`src/rtl/soc_arb_pkg.sv`:
```
// soc_arb_pkg: shared types and helpers for the memory-bus arbiter and its picker.
//   arb_state_t     arbiter FSM states (IDLE -> BUSY -> DONE -> IDLE)
//   arb_idx_width   index width for n requesters, clog2(n) with a floor of 1
package soc_arb_pkg;

    typedef enum logic [1:0] {
        ARB_IDLE = 2'd0,
        ARB_BUSY = 2'd1,
        ARB_DONE = 2'd2
    } arb_state_t;

    function automatic int unsigned arb_idx_width(input int unsigned n);
        return (n <= 2) ? 1 : $clog2(n);
    endfunction

endpackage

```
`src/rtl/soc_rr_picker.sv`:
```
// soc_rr_picker: combinational round-robin selector.
//   req    in   N    request vector
//   last   in   IW   index served most recently (lowest priority this round)
//   valid  out  1    at least one request is set
//   idx    out  IW   first set request scanning from last+1 upward, modulo N
module soc_rr_picker
    import soc_arb_pkg::*;
#(
    parameter  int unsigned N  = 2,
    localparam int unsigned IW = arb_idx_width(N)
) (
    input  logic [N-1:0]  req,
    input  logic [IW-1:0] last,
    output logic          valid,
    output logic [IW-1:0] idx
);

    always_comb begin
        int unsigned j;
        valid = 1'b0;
        idx   = '0;
        j     = 0;
        for (int unsigned k = 1; k <= N; k++) begin
            j = (32'(last) + k) % N;
            if (!valid && req[IW'(j)]) begin
                valid = 1'b1;
                idx   = IW'(j);
            end
        end
    end

endmodule

```
`src/rtl/soc_membus_arbiter.sv`:
```
// soc_membus_arbiter: round-robin arbiter sharing one memory-bus slave among
// N_MASTERS masters, one outstanding transaction at a time.
//   clk, resn                      clock (rising edge), asynchronous active-low reset
//   m_req/m_wr                     per-master request and direction (1 = write)
//   m_addr/m_wdata/m_wstrb         packed per-master fields, master i at [i*W +: W]
//   m_ready/m_err                  one-cycle completion / error pulse to the granted master
//   m_rdata                        shared read data, valid with m_ready, held until next completion
//   s_req/s_wr/s_addr/s_wdata/s_wstrb  latched request presented to the slave
//   s_ready/s_rdata                slave completion and read data
//   grant_id                       current or last granted master
//   busy                           high in BUSY and DONE
// Optional feature: define SOC_ARB_TIMEOUT_EN to abandon a slave access after
// TIMEOUT_CYCLES busy cycles, completing it with m_err and all-ones read data.
module soc_membus_arbiter
    import soc_arb_pkg::*;
#(
    parameter  int unsigned N_MASTERS      = 2,
    parameter  int unsigned ADDR_WIDTH     = 32,
    parameter  int unsigned DATA_WIDTH     = 32,
    parameter  int unsigned TIMEOUT_CYCLES = 1024,
    localparam int unsigned SW             = DATA_WIDTH / 8,
    localparam int unsigned IW             = arb_idx_width(N_MASTERS)
) (
    input  logic                            clk,
    input  logic                            resn,
    input  logic [N_MASTERS-1:0]            m_req,
    input  logic [N_MASTERS-1:0]            m_wr,
    input  logic [N_MASTERS*ADDR_WIDTH-1:0] m_addr,
    input  logic [N_MASTERS*DATA_WIDTH-1:0] m_wdata,
    input  logic [N_MASTERS*SW-1:0]         m_wstrb,
    output logic [N_MASTERS-1:0]            m_ready,
    output logic [N_MASTERS-1:0]            m_err,
    output logic [DATA_WIDTH-1:0]           m_rdata,
    output logic                            s_req,
    output logic                            s_wr,
    output logic [ADDR_WIDTH-1:0]           s_addr,
    output logic [DATA_WIDTH-1:0]           s_wdata,
    output logic [SW-1:0]                   s_wstrb,
    input  logic                            s_ready,
    input  logic [DATA_WIDTH-1:0]           s_rdata,
    output logic [IW-1:0]                   grant_id,
    output logic                            busy
);

    if (N_MASTERS < 2 || N_MASTERS > 8) begin : g_bad_n
        $error("N_MASTERS must be in 2..8");
    end
    if (DATA_WIDTH % 8 != 0) begin : g_bad_dw
        $error("DATA_WIDTH must be a multiple of 8");
    end
    if (TIMEOUT_CYCLES < 2) begin : g_bad_to
        $error("TIMEOUT_CYCLES must be at least 2");
    end

    arb_state_t           state;
    logic [IW-1:0]        last_grant;
    logic                 pick_valid;
    logic [IW-1:0]        pick_idx;
    logic [N_MASTERS-1:0] grant_onehot;

    soc_rr_picker #(.N(N_MASTERS)) u_picker (
        .req   (m_req),
        .last  (last_grant),
        .valid (pick_valid),
        .idx   (pick_idx)
    );

    assign grant_onehot = N_MASTERS'(1) << grant_id;

`ifdef SOC_ARB_TIMEOUT_EN
    localparam int unsigned TW = $clog2(TIMEOUT_CYCLES) + 1;
    logic [TW-1:0]        wait_cnt;
    logic [N_MASTERS-1:0] m_err_q;
    assign m_err = m_err_q;
`else
    assign m_err = '0;
`endif

    always_ff @(posedge clk or negedge resn) begin
        if (!resn) begin
            state      <= ARB_IDLE;
            last_grant <= IW'(N_MASTERS - 1);
            grant_id   <= '0;
            busy       <= 1'b0;
            s_req      <= 1'b0;
            s_wr       <= 1'b0;
            s_addr     <= '0;
            s_wdata    <= '0;
            s_wstrb    <= '0;
            m_ready    <= '0;
            m_rdata    <= '0;
`ifdef SOC_ARB_TIMEOUT_EN
            wait_cnt   <= '0;
            m_err_q    <= '0;
`endif
        end else begin
            case (state)
                ARB_IDLE: begin
                    if (pick_valid) begin
                        grant_id <= pick_idx;
                        s_req    <= 1'b1;
                        s_wr     <= m_wr[pick_idx];
                        s_addr   <= m_addr[pick_idx*ADDR_WIDTH +: ADDR_WIDTH];
                        s_wdata  <= m_wdata[pick_idx*DATA_WIDTH +: DATA_WIDTH];
                        s_wstrb  <= m_wstrb[pick_idx*SW +: SW];
                        busy     <= 1'b1;
                        state    <= ARB_BUSY;
`ifdef SOC_ARB_TIMEOUT_EN
                        wait_cnt <= '0;
`endif
                    end
                end
                ARB_BUSY: begin
                    // A completing slave beats a coincident timeout.
                    if (s_ready) begin
                        s_req      <= 1'b0;
                        m_rdata    <= s_rdata;
                        m_ready    <= grant_onehot;
                        last_grant <= grant_id;
                        state      <= ARB_DONE;
                    end
`ifdef SOC_ARB_TIMEOUT_EN
                    else if (wait_cnt == TW'(TIMEOUT_CYCLES - 1)) begin
                        s_req      <= 1'b0;
                        m_rdata    <= '1;
                        m_ready    <= grant_onehot;
                        m_err_q    <= grant_onehot;
                        last_grant <= grant_id;
                        state      <= ARB_DONE;
                    end else begin
                        wait_cnt <= wait_cnt + TW'(1);
                    end
`endif
                end
                ARB_DONE: begin
                    m_ready <= '0;
                    busy    <= 1'b0;
                    state   <= ARB_IDLE;
`ifdef SOC_ARB_TIMEOUT_EN
                    m_err_q <= '0;
`endif
                end
                default: state <= ARB_IDLE;
            endcase
        end
    end

endmodule

```
`config.mk`:
```
export PLATFORM = sky130hd
export DESIGN_NAME = soc_membus_arbiter
export DESIGN_NICKNAME = d
export VERILOG_FILES = /design/src/rtl/soc_arb_pkg.sv /design/src/rtl/soc_rr_picker.sv /design/src/rtl/soc_membus_arbiter.sv
export SDC_FILE = /design/constraint.sdc
export NUM_CORES = 1
export LEC_CHECK = 0
export CAP_MARGIN = 20
export CORE_UTILIZATION = 36
export CTS_CLUSTER_SIZE = 10
export DETAILED_ROUTE_END_ITERATION = 12
export MAX_ROUTING_LAYER = met4
export PLACE_DENSITY = 0.78
export SLEW_MARGIN = 20
export SYNTH_ARGS = -nofsm -noshare
export SYNTH_HDL_FRONTEND = slang
export SYNTH_HIERARCHICAL = 1
export SYNTH_SLANG_ARGS = --single-unit
```
`constraint.sdc`:
```
create_clock -name clk -period 1.58 [get_ports clk]
set_input_delay 0.158 -clock clk [delete_from_list [all_inputs] [get_ports clk]]
set_output_delay 0.158 -clock clk [all_outputs]
set_load 0.005 [all_outputs]
```
Word-level counts from Yosys, hierarchy flattened --
Index checks and enable logic that the tools add are counted. W data, S select, Z words.
Operators by class: eq/ne operators 4, reductions and logical operators 12, mux-type cells 19, shift operators 4, order comparisons 3, $add $sub $neg 2
Operators with widths (number):
- $shiftx A64 B7 Y32 | 2
- $mux W1 | 12
- $reduce_and A2 Y1 | 5
- $pmux W2 S2 | 2
- $shiftx A8 B4 Y4 | 1
- $lt A1 B2 Y1 const B | 3
- $mux W2 | 3
- $reduce_bool A2 Y1 | 3
- $ne A2 B2 Y1 const B | 2
- $pmux W1 S2 | 2
- $reduce_and A3 Y1 | 1
- $add A1 B1 Y1 const B | 2
- $eq A2 B1 Y1 const B | 1
- $eq A2 B2 Y1 const B | 1
- $logic_not A2 Y1 | 1
- $shl A1 B1 Y2 const A | 1
- $logic_and A1 B1 Y1 | 1
- $logic_not A1 Y1 | 1
Storage, ports and cells: flip-flop bits (word level) 109

Logic depth before layout (Yosys ltp) --
Gate-level depths: netlist of run 1.
depth in word-level cells 9, gate-level depth with buffers 5, gate-level depth less buffers 3

Modules after synthesis --
The synthesis of run 1 kept the hierarchy.
By module, submodules not included:
- soc_membus_arbiter | seq. area each 2728.9 um^2, area an instance 5298.8 um^2, times used 1, cells an instance 319
- soc_rr_picker | seq. area each 0.0 um^2, area an instance 13.8 um^2, times used 1, cells an instance 2

Worst setup path after synthesis of run 1 --
No wires, ideal clock.
path kind reg2reg, from reg last_grant, to reg s_addr[0], stages on the path, launching flop included 6, data required time 1.455 ns, library setup time 0.125 ns, slack 0.061 ns, period minus slack after synthesis 1.519 ns, arrival 1.394 ns, cell sequence dfstp_2 a21boi_1 buf_2 buf_2 mux2_2 mux2_4
On the way: longest elaborated chain between the ends 8, elaborated cells between the ends (all ways) 14, those cells by class add/sub (2); shift (1); mux (8); reduce/logical (3)
Ends and longest elaborated chain:
- from (decl) | RTL line soc_membus_arbiter.sv:56 | logic [IW-1:0] last_grant;
- from (signal assigned) | RTL line soc_membus_arbiter.sv:82 | last_grant <= IW'(N_MASTERS - 1);
- from (signal assigned) | RTL line soc_membus_arbiter.sv:119 | last_grant <= grant_id;
- $add A1 B1 Y1 | RTL line soc_rr_picker.sv:24 | j = (32'(last) + k) % N;
- $mux W1 (implied by the code) (2 in series) | RTL line soc_rr_picker.sv:25 | if (!valid && req[IW'(j)]) begin
- $mux W1 | RTL line soc_rr_picker.sv:25
- $logic_not A1 Y1 | RTL line soc_rr_picker.sv:25
- $logic_and A1 B1 Y1 | RTL line soc_rr_picker.sv:25
- $mux W1 (*) | RTL line soc_rr_picker.sv:25
- net pick_idx | RTL line soc_membus_arbiter.sv:58 | logic [IW-1:0] pick_idx;
- $shiftx A64 B7 Y32 (*) | RTL line soc_membus_arbiter.sv:103 | s_addr <= m_addr[pick_idx*ADDR_WIDTH +: ADDR_WIDTH];
- to (signal assigned) | RTL line soc_membus_arbiter.sv:103
- to (decl) | RTL line soc_membus_arbiter.sv:36 | output logic [ADDR_WIDTH-1:0] s_addr,
Mark *: on every way through the listed nets, which the timed path passes. The rest lies on a longest branch. The select of a mux whose other input is x is not followed. A chain may end at the register's enable or synchronous reset.

Worst setup path after layout of run 1 --
from reg last_grant, to reg s_wr
On the way: longest elaborated chain between the ends 9, elaborated cells between the ends (all ways) 15, those cells by class add/sub (2); mux (10); reduce/logical (3)
Ends and longest elaborated chain:
- $add A1 B1 Y1 | RTL line soc_rr_picker.sv:24
- $mux W1 (implied by the code) (2 in series) | RTL line soc_rr_picker.sv:25
- $mux W1 | RTL line soc_rr_picker.sv:25
- $logic_not A1 Y1 | RTL line soc_rr_picker.sv:25
- $logic_and A1 B1 Y1 | RTL line soc_rr_picker.sv:25
- $mux W1 (*) | RTL line soc_rr_picker.sv:25
- net pick_idx | RTL line soc_membus_arbiter.sv:58
- $mux W1 (implied by the code) (*) (2 in series) | RTL line soc_membus_arbiter.sv:102 | s_wr <= m_wr[pick_idx];
- to (signal assigned) | RTL line soc_membus_arbiter.sv:102
- to (decl) | RTL line soc_membus_arbiter.sv:35 | output logic s_wr,
Marks and branches as above.

==> results.toml, run 1 <==
[outcome]
status = "finished with violations"
violations = "setup timing"

[worst_hold_path]
hp-class = "in2async"

[cells_and_area]
num_antenna_cells = 0
fill_cells = 1133
multi_input_area_um2 = 2350
syn_to_final_growth_pct = 64.3
nets = 786
regArea_um2 = 2730
drive_above_1_share = 0.346
final_area_um2 = 8730

[place]
place_congestion = 0.735
place_hpwl_um = 9930
place_area_um2 = 8280
portBuffers = 280

[sta]
finalCriticalPeriod_ns = 1.62
finalCritPeriodShare = 1.03
setup_violations = 46
final-hold-violation-count = 0
final.setup.worst_slack_ns = -0.0420
hold-worst-slack_ns = 0.175
skew_ns = 0.00413
fmax_ghz = 0.617
finalMaxSlewViolations = 0
rsz0062_at_grt = "yes"

[critical_path]
start_kind = "register"
regToRegEndpoint = "s_wr"
cp-end-kind = "register"
crit_required_ns = 1.81
worstReg2RegStart = "last_grant"
reg2reg_depth = 5
crit_path_max_fanout = 20
r2r_setup_slack_ns = -0.04
crit_type = "reg2reg"
cp.arrival_ns = 1.86

[detailed_routing]
routed_wl_um = 14000
initialDrtViolationCount = 104
routed_via_density = 4.73
drc = 0
routed-via-count = 3786
first_pass_iters = 6
wl_per_cell_um = 17.5
ant_nets = 0

[cts]
cts_tree = "done"
path_clk_slew_ns = 0.07
cts_sinks = 109
clk_latency_ns = 0.35
ctsLongestPathBuffers = 2
numCtsBuffers = 9
clockRootBuffer = "clkbuf_16"
cts_max_level = 3

[global_routing]
grt_start_max_net_pins = 56
grt_overflow = 0
antenna_found_initial = 0
grt_first_pass_wirelength_um = 19800
grtUsageTotal = 0.176
grt_pass1_vias = 3954

[yosys]
synth_compound_area_frac = 0.00919
synth-simple-area-share = 0.0160
syn_area_per_cell_um2 = 16.6
synth_mux_area_frac = 0.413
synth-xor-area-share = 0
synth_seq_cells = 109
synth_top_family_by_area = "multiplexers"
yosys.cell_types.count = 24
syn-instance-count = 321
synth_fa_ha_area_frac = 0
yosysSeqAreaShare = 0.514
syn-cell-area_um2 = 5310
yosys_warnings = 6

[power]
ir_worst_vdd_uv = 1280
leakagePower_nw = 3.69
power_density_nw_per_um2 = 1720

[die]
start_util = 0.367
ios = 283
dieArea_um2 = 15200
die_height_um = 123
die_w_um = 123
fp-row-count = 44
core-area_um2 = 14500

[job]
drv_cap = 0
[how the worst max path moves through the flow]
stage / from / endpoint / slack, ns / cells past startpoint
global placement: m_req[0] / grant_id / -0.35 / 5
finish: last_grant / s_wr / -0.04 / 5
detailed placement: m_req[0] / grant_id / -0.38 / 5
CTS: last_grant / s_wr / -0.08 / 4
floorplan: last_grant / s_addr[0] / 0.06 / 5
global route: last_grant / s_wr / -0.08 / 5
[synthesized netlist by cell type]
master    number  area (µm²)
buf_2          8        40.0
and4bb_2       1        12.5
dfrtp_1      108        2700
or2_1          1        6.26
a211o_1        1        8.76
mux2_4        69        1040
a21oi_1        3        15.0
a21boi_1       1        7.51
inv_4          1        6.26
dfstp_2        1        26.3
and2b_1        1        7.51
inv_1          1        3.75
or2b_1         1        7.51
nor3b_2        1        12.5
conb_1         1        3.75
buf_6          4        45.0
nand2b_1       1        6.26
nand3b_4       1        20.0
buf_12         7         140
buf_4          2        15.0
a21o_1         1        7.51
and3_1         2        12.5
a221o_1        1        10.0
mux2_2       103        1160
[layer usage]
layer	vias to the layer above	track usage	wire, µm
li1	1727	-	-
met1	1871	0.193	5570
met2	170	0.307	7200
met3	18	0.0507	1070
met4	0	0.0587	190
met5	-	-	0
[worst max-delay path, stage by stage (launching register included)]
cell and delay, ns:
dfstp_2 0.39, a21boi_4 0.15, buf_12 0.15, buf_12 0.17, mux2_2 0.37, mux2_4 0.26
[layout by cell type (no fill, tap or decap), types with 2 or more instances in the layout]
master           count
clkbuf_16           12
a21oi_1              3
buf_6                2
dfrtp_1            108
and3_1               2
mux2_2             103
clkinvlp_4           2
buf_4                7
clkbuf_8             2
conb_1               2
clkdlybuf4s50_1    279
mux2_4              69
buf_12               7
[sequential cells by signal, summed over array words and instances (netlist names)]
register,cells
s_req,1
grant_id,1
s_wr,1
s_wstrb,4
busy,1
last_grant,1
s_addr,32
s_wdata,32
m_rdata,32
state,2
m_ready,2
[area by class of cell]
| class | count | area share |
|---|---|---|
| Timing Repair Buffer | 299 | 0.354 |
| Sequential cell | 109 | 0.313 |
| Multi-Input combinational cell | 190 | 0.270 |
| Clock buffer | 11 | 0.0290 |
| Tap cell | 184 | 0.0264 |
| Clock inverter | 5 | 0.00674 |
| Inverter | 2 | 0.00115 |
[stage by stage]
stage                     std cells  setup TNS, ns  setup slack, ns  power, mW   util
after floorplan                 322              0           0.0608       8.84      -
after global placement          776         -23.54           -0.345       12.4  0.572
after detailed placement        776         -26.01           -0.379       12.6  0.572
after CTS                       793          -2.14          -0.0752       15.0  0.594
after global routing            800          -3.05          -0.0757       15.9  0.603
final                           800         -0.640          -0.0420       15.0  0.603
[where the power goes]
part / total (mW) / switching, mW / internal, mW
Sequential: 5.05 / 0.814 / 4.23
Combinational: 7.64 / 2.27 / 5.37
Clock: 2.34 / 1.02 / 1.32
Total: 15.0 / 4.11 / 10.9
[cells by family (layout without fill, tap and decap cells)]
family                 Yosys count  after routing
AOI/OAI and AO/OA                7              7
buffers and inverters           23            317
DFF                            109            109
muxes                          172            172
other                            1              2
and+or+nand+nor                  9              9
[repair_timing]
action / in CTS / in global routing
setup endpoints to repair: 62 / 70
cloned: 0 / 4
setup buffers: 0 / 3
pin swaps: 0 / 1
resized for setup: 0 / 1
endpoints found under the hold margin: 108 / 0
hold buffers: 1 / 0
Note: power is estimated with default switching activity, not from simulation.
==> run 2: changes to the inputs <==
--- a/config.mk
+++ b/config.mk
@@ -6,13 +6,11 @@
 export NUM_CORES = 1
 export LEC_CHECK = 0
 export CAP_MARGIN = 20
-export CORE_UTILIZATION = 36
+export CORE_UTILIZATION = 37
 export CTS_CLUSTER_SIZE = 10
 export DETAILED_ROUTE_END_ITERATION = 12
 export MAX_ROUTING_LAYER = met4
-export PLACE_DENSITY = 0.78
-export SLEW_MARGIN = 20
+export PLACE_DENSITY_LB_ADDON = 0.15
 export SYNTH_ARGS = -nofsm -noshare
 export SYNTH_HDL_FRONTEND = slang
-export SYNTH_HIERARCHICAL = 1
 export SYNTH_SLANG_ARGS = --single-unit
==> results.toml, run 2 <==
[outcome]
status = "finished with violations"
violations = "setup timing"

[global_routing]
grt_start_max_net_pins = 41
grt_first_pass_wirelength_um = 22000
antenna_found_initial = 0
grt_overflow = 0
grtUsageTotal = 0.187
grt_pass1_vias = 4164

[cts]
path_clk_slew_ns = 0.08
numCtsBuffers = 9
cts_sinks = 109
cts_tree = "done"
cts_max_level = 3
clockRootBuffer = "clkbuf_16"
clk_latency_ns = 0.35
ctsLongestPathBuffers = 2

[critical_path]
crit_path_max_fanout = 11
crit_type = "reg2reg"
crit_required_ns = 1.81
cp.arrival_ns = 1.91
r2r_setup_slack_ns = -0.09
start_kind = "register"
cp-end-kind = "register"

[sta]
fmax_ghz = 0.597
finalCritPeriodShare = 1.06
skew_ns = 0.00899
fin_tns_setup_ns = -5.32
setup_violations = 69
final.setup.worst_slack_ns = -0.0948
finalCriticalPeriod_ns = 1.67
rsz0062_at_grt = "yes"
finalMaxSlewViolations = 0
final-hold-violation-count = 0

[yosys]
synth_ff_type = "dfrtp_1"
syn-instance-count = 327
syn_area_per_cell_um2 = 17.0
ys_async_sr_fraction = 1.00
synth_seq_cells = 109
ys_top_cells_by_count = "138 x mux2_4, 108 x dfrtp_1, 32 x mux2_2"
synth_edf_count = 0
yosys.cell_types.count = 19
synth.most_common_cell = "mux2_4"
yosys.area.top_type = "dfrtp_1"
synth_area_leaders = "dfrtp_1 49%, mux2_4 37%, mux2_2 6.5%"
syn-cell-area_um2 = 5550
synth_top_area_share = 0.487
yosys_warnings = 0
yosysSeqAreaShare = 0.492

[cells_and_area]
num_antenna_cells = 0
fill_cells = 1153
regArea_um2 = 2730
layout_common_cells = "279 x clkdlybuf4s50_1, 138 x mux2_4, 108 x dfrtp_1"
mostFrequentLayoutCell = "clkdlybuf4s50_1"
multi_input_area_um2 = 2580
reg_top3 = "m_rdata (32), s_addr (32), s_wdata (32)"
drive_above_1_share = 0.345
nets = 801
syn_to_final_growth_pct = 63.9

[detailed_routing]
wl_per_cell_um = 17.8
routed-via-count = 3773
first_pass_iters = 4
drc = 0
ant_nets = 0
routed_wl_um = 14500
initialDrtViolationCount = 91
routed_via_density = 4.63

[place]
dp_slack_ns = -0.235
place_congestion = 0.728
portBuffers = 280
place_hpwl_um = 10500

[power]
power_density_nw_per_um2 = 1680
seqPwrFrac = 0.330
leakagePower_nw = 4.07
ir_worst_vdd_uv = 844
p_clk_frac = 0.153
p_sw_frac = 0.274
p_switching_mw = 4.20
p_total_mw = 15.3
power.internal_mw = 11.1
power_frac_comb = 0.517

[die]
die_height_um = 124
ios = 283
dieArea_um2 = 15500
die_w_um = 124
core-area_um2 = 14600
fp-row-count = 44
start_util = 0.380

[job]
drv_cap = 0

[worst_hold_path]
hp-class = "in2async"
## run 2: changes by cell type after synthesis, moves of 2 or more
| cell | delta |
|---|---|
| a21oi_1 | -2 |
| a22o_1 | +3 |
| and3_1 | -2 |
| buf_2 | -3 |
| buf_4 | +7 |
| buf_6 | -3 |
| inv_1 | +2 |
| mux2_2 | -71 |
| mux2_4 | +69 |
| nand2_1 | +7 |
| nor2_1 | +2 |
| o21ai_0 | +5 |
## run 2: worst max-delay path, cell delays in order (launching register included)
cell,delay [ns]
dfstp_2,0.54
a21bo_4,0.16
buf_4,0.13
buf_12,0.15
mux2_4,0.31
mux2_4,0.26
## run 2: power groups by stage
| stage | Sequential [mW] | Clock, mW | Combinational [mW] |
|---|---|---|---|
| final | 5.05 | 2.34 | 7.91 |
| after global routing | 5.23 | 2.51 | 8.36 |
| after global placement | 5.03 | 0 | 7.66 |
| after detailed placement | 5.05 | 0 | 7.80 |
| after CTS | 5.05 | 2.43 | 7.82 |
| after floorplan | 5.11 | 0 | 3.71 |
## run 2: path summary, 6_finish.rpt
kind | cells past startpoint | end | start
min in group clk | 2 | m_rdata[11] | s_rdata[11]
max in group asynchronous | 3 | last_grant | resn
max reg2reg | 5 | s_addr[0] | last_grant
min | 2 | m_rdata[9] | resn
min reg2reg | 2 | s_req | s_req
max | 5 | s_addr[0] | last_grant
## run 2: final cells by class
type | count | area share
inverter | 3 | 0.00124
clock inverter | 6 | 0.00757
multi-input combinational | 194 | 0.284
sequential | 109 | 0.300
timing repair buffer | 309 | 0.356
tap | 184 | 0.0253
clock buffer | 10 | 0.0263
## run 2: cell families after synthesis
logic type	after synthesis	share of synthesized area
muxes	171	0.440
and+or+nand+nor	10	0.00745
other	1	0.000676
AOI/OAI and AO/OA	11	0.0135
DFF	109	0.492
buffers and inverters	25	0.0460
## run 2: per-layer routing
layer	up-vias	global-route usage	wire length (µm)	part of all wire
met5	-	-	0	0
met4	0	0.0709	326	0.022
met3	20	0.0520	864	0.060
met2	157	0.319	7450	0.51
met1	1846	0.208	5870	0.40
li1	1750	-	-	-
## run 2: through the flow
step                hold WS (ns)  std cells  utilization  cell area [µm²]
floorplan                 -0.138        328            -             5550
global placement           0.140        785        0.589             8590
detailed placement         0.142        785        0.589             8590
CTS                        0.299        802        0.610             8900
global route               0.336        815        0.623             9090
finish                     0.303        815        0.623             9090
## run 2: what timing repair did
action,in CTS,in global routing
setup buffers,0,7
hold buffers,1,0
endpoints found under the hold margin,32,0
cloned,0,6
resized for setup,0,3
endpoints found under the setup margin,69,69
==> run 3: changes to the inputs <==
--- a/config.mk
+++ b/config.mk
@@ -11,6 +11,8 @@
 export DETAILED_ROUTE_END_ITERATION = 12
 export MAX_ROUTING_LAYER = met4
 export PLACE_DENSITY_LB_ADDON = 0.15
+export SKIP_LAST_GASP = 1
+export SLEW_MARGIN = 10
 export SYNTH_ARGS = -nofsm -noshare
 export SYNTH_HDL_FRONTEND = slang
 export SYNTH_SLANG_ARGS = --single-unit
==> results of run 3 <==
No change in the layout: final DEF, timing and power equal those of run 2.
